## config.mk

```make
export PLATFORM = sky130hd
export DESIGN_NAME = fpadd_result_capture
export DESIGN_NICKNAME = d
export VERILOG_FILES = /design/src/rtl/fpadd_result_capture_pkg.sv /design/src/rtl/fpadd_result_capture_pipe_valid_tracker.sv /design/src/rtl/fpadd_result_capture.sv
export SDC_FILE = /design/constraint.sdc
export NUM_CORES = 1
export LEC_CHECK = 0
export BUFFER_PORTS_ARGS = -buffer_cell sky130_fd_sc_hd__buf_2
export CELL_PAD_IN_SITES_DETAIL_PLACEMENT = 1
export CELL_PAD_IN_SITES_GLOBAL_PLACEMENT = 2
export CORE_AREA = 2 2 86 88
export CTS_CLUSTER_DIAMETER = 60
export CTS_CLUSTER_SIZE = 12
export DETAILED_ROUTE_END_ITERATION = 6
export DIE_AREA = 0 0 88 90
export PLACE_DENSITY = 0.69
export SYNTH_ARGS = -nofsm -noshare
export SYNTH_HDL_FRONTEND = slang
export SYNTH_SLANG_ARGS = --single-unit
```

## constraint.sdc

```tcl
create_clock -name clk -period 1.63 [get_ports clk]
set_input_delay 0.2445 -clock clk [delete_from_list [all_inputs] [get_ports clk]]
set_output_delay 0.2445 -clock clk [all_outputs]
set_load 0.005 [all_outputs]
```

## src/rtl/fpadd_result_capture_pkg.sv

```systemverilog
// fpadd_result_capture_pkg
// Shared definitions for the FP adder output-capture logic: control state
// encoding, legal pipeline depth bounds and the single-precision result width.
// No ports (package).

package fpadd_result_capture_pkg;

  // Control states of the result-capture FSM.
  typedef enum logic [1:0] {
    IDLE      = 2'd0,
    HOLD      = 2'd1,
    HOLD_SKID = 2'd2
  } state_t;

  // Legal range of cycles from launch to result at the last adder stage.
  localparam int PIPE_DEPTH_MIN = 1;
  localparam int PIPE_DEPTH_MAX = 8;

  // Single-precision result width.
  localparam int RESULT_W = 32;

  // Wide enough to count 0..PIPE_DEPTH_MAX launches in flight.
  localparam int IN_FLIGHT_W = 4;

endpackage

```

## src/rtl/fpadd_result_capture_pipe_valid_tracker.sv

```systemverilog
// pipe_valid_tracker
// Follows launches through a fixed-latency pipeline. A valid bit enters
// stage 0 on each launch and moves one stage per cycle. The module flags an
// arrival when the bit reaches the last stage. A registered counter holds the
// number of launches that have not yet arrived.
// Ports:
//   clk       - clock, rising edge
//   rst       - synchronous active-high reset
//   launch    - an operation enters stage 1 this cycle
//   arrival   - the oldest tracked operation is at the last stage this cycle
//   in_flight - launches not yet arrived (0..DEPTH)

module pipe_valid_tracker
  import fpadd_result_capture_pkg::*;
#(
  parameter int DEPTH = 4,
  parameter int CNT_W = IN_FLIGHT_W
) (
  input  logic             clk,
  input  logic             rst,
  input  logic             launch,
  output logic             arrival,
  output logic [CNT_W-1:0] in_flight
);

  logic [DEPTH-1:0] vld;

  // Valid shift register. A loop is used so that a depth of 1 needs no
  // special case.
  always_ff @(posedge clk) begin
    if (rst) begin
      vld <= '0;
    end else begin
      vld[0] <= launch;
      for (int i = 1; i < DEPTH; i++) begin
        vld[i] <= vld[i-1];
      end
    end
  end

  assign arrival = vld[DEPTH-1];

  // This counter always equals popcount(vld). It is registered so that
  // consumers do not need an adder tree.
  always_ff @(posedge clk) begin
    if (rst) begin
      in_flight <= '0;
    end else begin
      case ({launch, arrival})
        2'b10:   in_flight <= in_flight + 1'b1;
        2'b01:   in_flight <= in_flight - 1'b1;
        default: in_flight <= in_flight;
      endcase
    end
  end

endmodule

```

## src/rtl/fpadd_result_capture.sv

```systemverilog
// fpadd_result_capture
// Output side of the pipelined FP adder. The module tracks every operand pair
// launched into the adder and captures each result as it leaves the last
// stage. It holds that result for the consumer under a ready/ack handshake.
// It also reports pipeline occupancy and a sticky overrun flag that is set
// when a result is lost.
// Optional feature: define FPADD_RESULT_SKID_EN to add a one-entry skid
// buffer. Without it, a result that arrives while an earlier one is still
// unacknowledged overwrites the earlier result and raises overrun.
// Ports:
//   clk                   - clock, rising edge
//   rst                   - synchronous active-high reset
//   enable_Pipeline_input - operand pair launched this cycle
//   final_result_in       - last adder stage output
//   ack_output            - consumer accepts result_out (ignored unless ready)
//   result_out            - held result
//   ready                 - result_out valid
//   busy                  - launches in flight or result held
//   in_flight             - launches not yet emerged
//   overrun               - sticky, a result was dropped or overwritten

module fpadd_result_capture
  import fpadd_result_capture_pkg::*;
#(
  parameter int PIPE_DEPTH = 4,
  parameter int W          = RESULT_W
) (
  input  logic                   clk,
  input  logic                   rst,
  input  logic                   enable_Pipeline_input,
  input  logic [W-1:0]           final_result_in,
  input  logic                   ack_output,
  output logic [W-1:0]           result_out,
  output logic                   ready,
  output logic                   busy,
  output logic [IN_FLIGHT_W-1:0] in_flight,
  output logic                   overrun
);

  state_t state;
  logic   arrival;

`ifdef FPADD_RESULT_SKID_EN
  logic [W-1:0] skid;
`endif

  pipe_valid_tracker #(
    .DEPTH (PIPE_DEPTH),
    .CNT_W (IN_FLIGHT_W)
  ) u_tracker (
    .clk       (clk),
    .rst       (rst),
    .launch    (enable_Pipeline_input),
    .arrival   (arrival),
    .in_flight (in_flight)
  );

  // Capture FSM. ready is set and cleared together with the state, so it is
  // high exactly when the state is not IDLE. An ack in IDLE does nothing,
  // because IDLE never looks at ack_output.
  always_ff @(posedge clk) begin
    if (rst) begin
      state      <= IDLE;
      result_out <= '0;
      ready      <= 1'b0;
      overrun    <= 1'b0;
`ifdef FPADD_RESULT_SKID_EN
      skid       <= '0;
`endif
    end else begin
      case (state)
        IDLE: begin
          if (arrival) begin
            result_out <= final_result_in;
            ready      <= 1'b1;
            state      <= HOLD;
          end
        end
        HOLD: begin
          if (ack_output && arrival) begin
            result_out <= final_result_in;
          end else if (ack_output) begin
            ready <= 1'b0;
            state <= IDLE;
          end else if (arrival) begin
`ifdef FPADD_RESULT_SKID_EN
            skid  <= final_result_in;
            state <= HOLD_SKID;
`else
            result_out <= final_result_in;
            overrun    <= 1'b1;
`endif
          end
        end
`ifdef FPADD_RESULT_SKID_EN
        HOLD_SKID: begin
          if (ack_output) begin
            result_out <= skid;
            if (arrival) begin
              skid <= final_result_in;
            end else begin
              state <= HOLD;
            end
          end else if (arrival) begin
            overrun <= 1'b1;
          end
        end
`endif
        default: begin
          state <= IDLE;
          ready <= 1'b0;
        end
      endcase
    end
  end

  // busy depends only on registers, so it has no combinational path from
  // any input.
  assign busy = (in_flight != '0) || (state != IDLE);

endmodule
```

=== After elaboration in Yosys (flattened, before gate mapping) ===
Cells that the tools add are included.

* Equal/unequal tests: 7
* Reduce and logical (&&, ||, !) cells: 10
* Multiply operators: 0
* Bitwise logic cells: 2
* Shifts and indexed selects: 0
* $lt $le $gt $ge: 0
* Div/mod/pow operators: 0
* Muxes and demuxes: 13
* $add $sub $neg: 2

{| class="wikitable"
|+ Operator list
! kind !! number
|-
| $mux W32 || 3
|-
| $pmux W32 S2 || 1
|-
| $pmux W4 S2 || 1
|-
| $mux W2 || 3
|-
| $reduce_bool A2 Y1 || 3
|-
| $add A4 B1 Y4 const B || 1
|-
| $eq A2 B1 Y1 const B || 2
|-
| $ne A2 B2 Y1 const B || 2
|-
| $pmux W2 S2 || 1
|-
| $reduce_and A4 Y1 || 1
|-
| $reduce_bool A4 Y1 || 1
|-
| $sub A4 B1 Y4 const B || 1
|-
| $mux W1 || 3
|-
| $ne A3 B3 Y1 const B || 1
|-
| $reduce_and A3 Y1 || 1
|-
| $eq A2 B2 Y1 const B || 1
|-
| $logic_not A2 Y1 || 1
|-
| $ne A2 B1 Y1 const B || 1
|-
| $not A1 Y1 || 2
|-
| $pmux W1 S2 || 1
|-
| $reduce_and A2 Y1 || 1
|-
| $logic_and A1 B1 Y1 || 1
|-
| $logic_or A1 B1 Y1 || 1
|}

* Bits in latches: 0
* Logic and storage cells: 40
* Memories: 0
* Input port bits: 36
* Bits in writable memories: 0
* Memory bits (read-only): 0
* Output and inout port bits: 39
* Flip-flop bits (word level): 44

=== Logic depth before layout (Yosys ltp) ===
Gate-level depths: netlist of run 1.

* Word-level depth: 4
* Gate-level depth with buffers: 8
* Gate-level depth less buffers: 8

=== By module ===
A second synthesis of run 1 with hierarchy kept.

* Cell total of the unflattened synthesis: 151
* Area total of the unflattened synthesis: 1,631.6 sq um

{| class="wikitable"
|+ By module, submodules not included
! module !! instances !! seq. area each (sq um) !! area each (sq um) !! cells each
|-
| fpadd_result_capture || 1 || 680.7 || 1,252.5 || 114
|-
| pipe_valid_tracker || 1 || 160.2 || 379.1 || 37
|}

=== Worst setup path before layout of run 1 ===
OpenSTA, ideal clock, no wires.

* Kind: in2reg
* From: input port enable_Pipeline_input
* To: register u_tracker.in_flight[3]
* Path slack: 41 ps
* Stages: 7
* Data required time: 1,507 ps
* Arrival: 1,465 ps
* Path buffers: 1
* Setup time: 123 ps
* Cells stage by stage: inv_1 -> ha_1 -> buf_6 -> nor4b_1 -> o21ai_1 -> o31ai_1 -> mux2_1

* Word-level cells in the longest chain between the ends: 2
* Elaborated cells on any way between the ends: 4
* Those cells by class: eq/ne: 2; mux: 1; reduce/logical: 1

{| class="wikitable"
|+ RTL lines
! item !! line !! source
|-
| from (decl) || fpadd_result_capture.sv:30 || <nowiki>input logic enable_Pipeline_input,</nowiki>
|-
| $eq A2 B1 Y1 or $eq A2 B2 Y1 (tied branches) || fpadd_result_capture_pipe_valid_tracker.sv:49 || <nowiki>case ({launch, arrival})</nowiki>
|-
| $pmux W4 S2 or $reduce_bool A2 Y1 (tied branches) || -- ||
|-
| to (signal assigned) || fpadd_result_capture_pipe_valid_tracker.sv:50 || <nowiki>2'b10: in_flight <= in_flight + 1'b1;</nowiki>
|-
| to (signal assigned) || fpadd_result_capture_pipe_valid_tracker.sv:51 || <nowiki>2'b01: in_flight <= in_flight - 1'b1;</nowiki>
|-
| to (signal assigned) || fpadd_result_capture_pipe_valid_tracker.sv:52 || <nowiki>default: in_flight <= in_flight;</nowiki>
|-
| to (decl) || fpadd_result_capture_pipe_valid_tracker.sv:23 || <nowiki>output logic [CNT_W-1:0] in_flight</nowiki>
|}

Several ways; a longest one is shown, not always the timed one.
A chain may end at the register's enable or synchronous reset.

=== Worst setup path after layout of run 1 ===
* From: register u_tracker.vld[3]
* To: register u_tracker.in_flight[2]

* Word-level cells in the longest chain between the ends: 2
* Elaborated cells on any way between the ends: 4
* Those cells by class: eq/ne: 2; mux: 1; reduce/logical: 1

{| class="wikitable"
|+ RTL lines
! item !! line !! source
|-
| from (decl) || fpadd_result_capture_pipe_valid_tracker.sv:26 || <nowiki>logic [DEPTH-1:0] vld;</nowiki>
|-
| from (signal, indexed assignment) || fpadd_result_capture_pipe_valid_tracker.sv:36 || <nowiki>vld[i] <= vld[i-1];</nowiki>
|-
| $eq A2 B1 Y1 or $eq A2 B2 Y1 (tied branches) || fpadd_result_capture_pipe_valid_tracker.sv:49 ||
|-
| $pmux W4 S2 or $reduce_bool A2 Y1 (tied branches) || -- ||
|}

Several ways; a longest one is shown, not always the timed one.

==> metrics.yaml, run 1 <==
yosys:
  synth_area_leaders: "dfxtp_1, mux2i_1, nor2_1"
  yosysUniqueCellTypes: 21
  synthDominantCellAreaShare_pct: 53.7
  synth_edf_count: 0
  synth_nets: 191
  async_flop_share_pct: 0
  ys_ff_latch: 42
  syn_inst: 152
  yosys_warnings: 0
  yosysSeqAreaShare_pct: 53.7
  synthTopCellsByCount: "dfxtp_1, nor2_1, mux2i_1"
  yosysTopAreaCell: "dfxtp_1"
  avgSynthCellArea_um2: 10.3
  netlist_area_um2: 1570
  ys.flop_type: "dfxtp_1"
  yosysMostFrequentCell: "dfxtp_1"
critical_path:
  crit_family: "flip-flops"
  critPathLaunch: "u_tracker.vld[3]"
  crit_fanout: 4
  end_kind: "flip-flop"
  crit_cells: 7
  cp_slowest_cell: "dfxtp_4"
  r2r_end: "u_tracker.in_flight[2]"
  max_stage_delay_ns: 0.39
  r2r-start: "u_tracker.vld[3]"
  critPathBufInv: 0
  startpoint_type: "flip-flop"
  crit_end: "u_tracker.in_flight[2]"
  worst-setup-path-type: "flip-flop to flip-flop"
  crit_top_cell: "xor2_1"
  worst-r2r-setup-slack_ns: 0.04
  path_cells: "ha_4, xor2_1, ha_2, a21oi_2, xor2_1, or3_1, a21oi_1"
  worstPathArrival_ns: 1.82
  ff2ff_path_depth: 7
  worstPathRequired_ns: 1.86
pwr:
  power.static_leakage_nw: 0.990
  switching_share_pct: 23.8
  p_total_mw: 1.94
  ir_drop_mv: 0.310
  power.switching_mw: 0.461
  p_clk_share_pct: 36.5
  p_int_mw: 1.48
  powerDensity_nw_per_um2: 871
  sequentialPowerShare_pct: 54.9
  pwr-share-comb_pct: 8.6
place:
  io_buffers: 74
  post-dp-hpwl_um: 2720
  gp_congestion: 0.651
  dpl_cell_area_um2: 2070
  pre_cts_slack_ns: -0.0568
route:
  num_vias: 1307
  antenna_left: 0
  wire_per_inst_um: 11.2
  firstDrtPassIters: 4
  drt-vias-per-instance: 3.94
  drc_errors: 0
  routed_wl_um: 3710
  dr.first_iter.drc_count: 6
timing:
  slew_headroom_pct: 77.9
  maxSlewViolCount: 0
  rsz0062_at_grt: "true"
  setup_slack_ns: 0.0412
  tightestPinTransition_ns: 0.331
  max_freq_ghz: 0.629
  setup-tns-final_ns: 0
  setup_viol: 0
  post-route-min-period_ns: 1.59
  finalHoldViolCount: 0
  fin_skew_ns: 0.00776
  finalCritPeriodShare_pct: 97.5
layout:
  drive_above_1_share_pct: 42.5
  num_antenna_cells: 0
  nets: 271
  final_area_um2: 2230
  final_util_pct: 31.7
  syn2layout_area_growth_pct: 42.2
global_route:
  grt_pass1_vias: 1232
  grt_max_degree: 21
  grt.total_usage_pct: 9.35
  grt_pass1_wl_um: 5760
  grt-ovfl-total: 0
  antenna_found_initial: 0
floorplan:
  fp.coreArea_um2: 7020
  die_y_um: 90
  die-width_um: 88
  ios: 75
  start_util_pct: 22.3
  die_area_um2: 7920
  rows: 31
worst_hold_path:
  holdCritPathClass: "input pin to flip-flop"
cts:
  clock_latency_ns: 0.29
  clkSlewWorstSetupHoldPaths_ns: 0.09
  cts_sinks: 42
  cts-htree-levels: 2
  cts_max_path_buffers: 2
  clockRootBuffer: "clkbuf_8"
  cts_tree: "built"
  cts_buffers: 5
status:
  status: "finished clean"
run:
  maxCapViolCount: 0
## what timing repair did
action / in CTS / in global routing
gates resized for setup: 0 / 9
setup buffers: 0 / 1
setup endpoints to repair: 0 / 2
hold buffers: 0 / 0
endpoints found under the hold margin: 0 / 0
## cell usage in the layout, fill, tap and decap left out, drive strengths merged, types with 2 or more instances in the layout
cell type | Yosys | layout
mux2i | 33 | 33
ha | 3 | 3
a21oi | 3 | 3
clkbuf | 5 | 6
dfxtp | 42 | 42
xor2 | 3 | 3
o21ai | 3 | 3
nand2 | 2 | 2
nor2 | 40 | 40
buf | 5 | 83
nor2b | 6 | 6
## worst min-delay path, delay by kind of cell
family	cells	cell delay [ns]
AND/OR/NAND/NOR	1	0.07
multiplexers	1	0.05
buffers and inverters	1	0.07
## area by class of cell
type / instances / area [µm²]
clock inverter: 2 / 12.5
tap: 99 / 124
fill: 821 / 4790
inverter: 1 / 3.75
multi-input combinational: 99 / 721
clock buffer: 6 / 82.6
timing repair buffer: 83 / 438
sequential: 42 / 846
## logic make-up (layout without fill, tap and decap cells)
logic type | count (synthesis) | count (layout) | share of synthesized area, %
compound gates | 7 | 7 | 2.64
xor+xnor | 3 | 3 | 1.68
fa+ha+maj | 3 | 3 | 2.40
buf+inv | 11 | 92 | 3.43
flops | 42 | 42 | 53.7
mux | 34 | 34 | 21.8
simple gates | 52 | 52 | 14.4
## per-layer routing
| layer | track usage, % | wire [µm] | part of all wire [%] |
|---|---|---|---|
| met1 | 11.0 | 1550 | 42 |
| met3 | 3.95 | 301 | 8.1 |
| met5 | 0 | 0 | 0 |
| met4 | 3.08 | 44 | 1.2 |
| met2 | 15.2 | 1810 | 49 |
## through the flow
step / hold WS [ns] / cells
final: 0.180 / 332
after CTS: 0.173 / 331
after global placement: 0.418 / 323
after detailed placement: 0.430 / 323
after global routing: 0.170 / 332
after floorplan: 0.392 / 152
## worst min path at each step
stage                  endpoint                 from  cells after the start
2_1_floorplan         flip-flop  final_result_in[29]                      2
6_report              flip-flop  final_result_in[28]                      3
3_3_place_gp   u_tracker.vld[1]     u_tracker.vld[0]                      1
3_5_place_dp   u_tracker.vld[1]     u_tracker.vld[0]                      1
4_1_cts               flip-flop  final_result_in[19]                      3
5_1_grt          result_out[31]  final_result_in[31]                      3
## power by group through the flow
| stage | Clock, mW | Sequential, mW | Combinational [mW] |
|---|---|---|---|
| 2_1_floorplan | 0 | 1.09 | 0.0745 |
| 3_3_place_gp | 0 | 1.09 | 0.159 |
| 3_5_place_dp | 0 | 1.09 | 0.160 |
| 4_1_cts | 0.757 | 1.06 | 0.161 |
| 5_1_grt | 0.806 | 1.07 | 0.188 |
| 6_report | 0.709 | 1.06 | 0.166 |
No activity file was read; power rests on OpenSTA's default activity.
==> run 2: changes to the inputs <==
- CORE_AREA: 2 2 86 88 -> 2 2 66 115
- DIE_AREA: 0 0 88 90 -> 0 0 68 117
- PLACE_DENSITY: 0.69 -> 0.68
==> run 2 against run 1 <==
Compared with the run above:
- critical path depth fell by 1
- first-iteration DRC count grew to 6.2 times the previous value
- wire length increased by 2.1%
- power increased by 31%
- setup slack about the same
- via count up 0.54%
- clock skew is 0.0064 ns lower
- fmax about the same
- sequential share of layout area decreased by 1.2 points
- hold slack better by 0.020 ns
- critical path type unchanged
- critical endpoint is now u_tracker.in_flight[3]
- largest cell class unchanged
==> metrics.yaml, run 2 (synthesized netlist as in run 1, its figures left out) <==
cts:
  cts_max_path_buffers: 2
  cts_buffers: 5
  cts_tree: "built"
  clkSlewWorstSetupHoldPaths_ns: 0.06
  clock_latency_ns: 0.28
  clockRootBuffer: "clkbuf_16"
  cts_sinks: 42
  cts-htree-levels: 2
  cts_setup_buffers: 0
timing:
  finalCritPeriodShare_pct: 97.4
  slew_headroom_pct: 74.9
  tightestPinTransition_ns: 0.376
  setup_slack_ns: 0.0416
  setup_viol: 0
  max_freq_ghz: 0.630
  finalHoldViolCount: 0
  fin_skew_ns: 0.00135
  post-route-min-period_ns: 1.59
  rsz0062_at_grt: "true"
  maxSlewViolCount: 0
status:
  status: "finished clean"
place:
  pre_cts_slack_ns: -0.0546
  dpl_cell_area_um2: 2050
  io_buffers: 74
  post-dp-hpwl_um: 2780
  gp_congestion: 0.748
pwr:
  powerDensity_nw_per_um2: 1110
  power.static_leakage_nw: 1.03
  ir_drop_mv: 0.397
  p_total_mw: 2.54
floorplan:
  rows: 41
  ios: 75
  die_area_um2: 7960
  die_y_um: 117
  start_util_pct: 22.1
  die-width_um: 68
  fp.coreArea_um2: 7080
critical_path:
  cp_slowest_cell: "dfxtp_4"
  end_kind: "flip-flop"
  max_stage_delay_ns: 0.37
  path_cells: "ha_4, buf_4, nor4bb_2, o21ai_1, o31ai_1, mux2_1"
  startpoint_type: "flip-flop"
  crit_fanout: 4
  worstPathArrival_ns: 1.75
  worst-setup-path-type: "flip-flop to flip-flop"
  worstPathRequired_ns: 1.80
route:
  antenna_left: 0
  dr.first_iter.drc_count: 37
  num_vias: 1314
  routed_wl_um: 3790
  wire_per_inst_um: 12.0
  firstDrtPassIters: 4
  drt-vias-per-instance: 4.15
  drc_errors: 0
layout:
  num_antenna_cells: 0
  nets: 269
  drive_above_1_share_pct: 42.0
  final_area_um2: 2290
  final_common_cell: "buf_2"
  final_util_pct: 32.4
  syn2layout_area_growth_pct: 46.4
  mostFrequentLayoutCells: "buf_2, dfxtp_1, nor2_1"
  num-fill-cells: 832
global_route:
  grt-ovfl-total: 0
  grt_pass1_vias: 1288
  grt_max_degree: 23
  antenna_found_initial: 0
  grt.total_usage_pct: 9.89
  grt_pass1_wl_um: 5910
run:
  maxCapViolCount: 0
worst_hold_path:
  holdCritPathClass: "input pin to flip-flop"
run 2: worst paths after layout:
kind	slack, ns	startpoint	end	depth (start not counted)
worst max-delay path	0.04	u_tracker.vld[3]	u_tracker.in_flight[3]	6
worst min-delay path	0.20	final_result_in[13]	flip-flop	3
worst max register to register	0.04	u_tracker.vld[3]	u_tracker.in_flight[3]	6
worst min register to register	0.44	u_tracker.vld[2]	u_tracker.vld[3]	1
run 2: area by class of cell:
class / count / area [µm²] / area share (%)
Clock buffer: 6 / 139 / 6.06
Clock inverter: 2 / 60.1 / 2.62
Inverter: 1 / 3.75 / 0.164
Multi-Input combinational cell: 99 / 716 / 31.2
Sequential cell: 42 / 845 / 36.8
Tap cell: 86 / 108 / 4.69
Timing Repair Buffer: 81 / 423 / 18.4
run 2: per-layer routing:
layer	GRT usage (%)	vias to the layer above	wire [µm]
met2	17.9	44	2080
met1	10.4	612	1400
met5	0	-	0
met3	2.49	6	251
met4	4.40	0	61
li1	-	652	-
run 2: power by group:
part,switching (mW),total (mW),internal (mW),leakage (nW)
sequential,0.0156,1.06,1.05,0.341
clock,0.391,1.31,0.919,0.0971
combinational,0.0794,0.167,0.0880,0.595
run 2: per-stage QoR:
step                TNS [ns]  hold slack [ns]  instances
floorplan                  0            0.392        152
global placement     -0.0175            0.423        309
detailed placement   -0.0829            0.439        309
CTS                        0            0.195        317
global route         -0.0449            0.209        317
finish                     0            0.200        317
run 2: critical path, delay by kind of cell, from the launching register on:
kind            cells  cell delay, ns
fa+ha+maj           1            0.16
compound gates      2            0.18
simple gates        1            0.28
mux                 1            0.34
buf+inv             1            0.15
flops               1            0.37
run 2: timing repair:
item / 4_1_cts / 5_1_grt
endpoints found under the setup margin: 1 / 2
pin swaps: 0 / 3
gates resized for setup: 1 / 7
hold buffers: 0 / 0
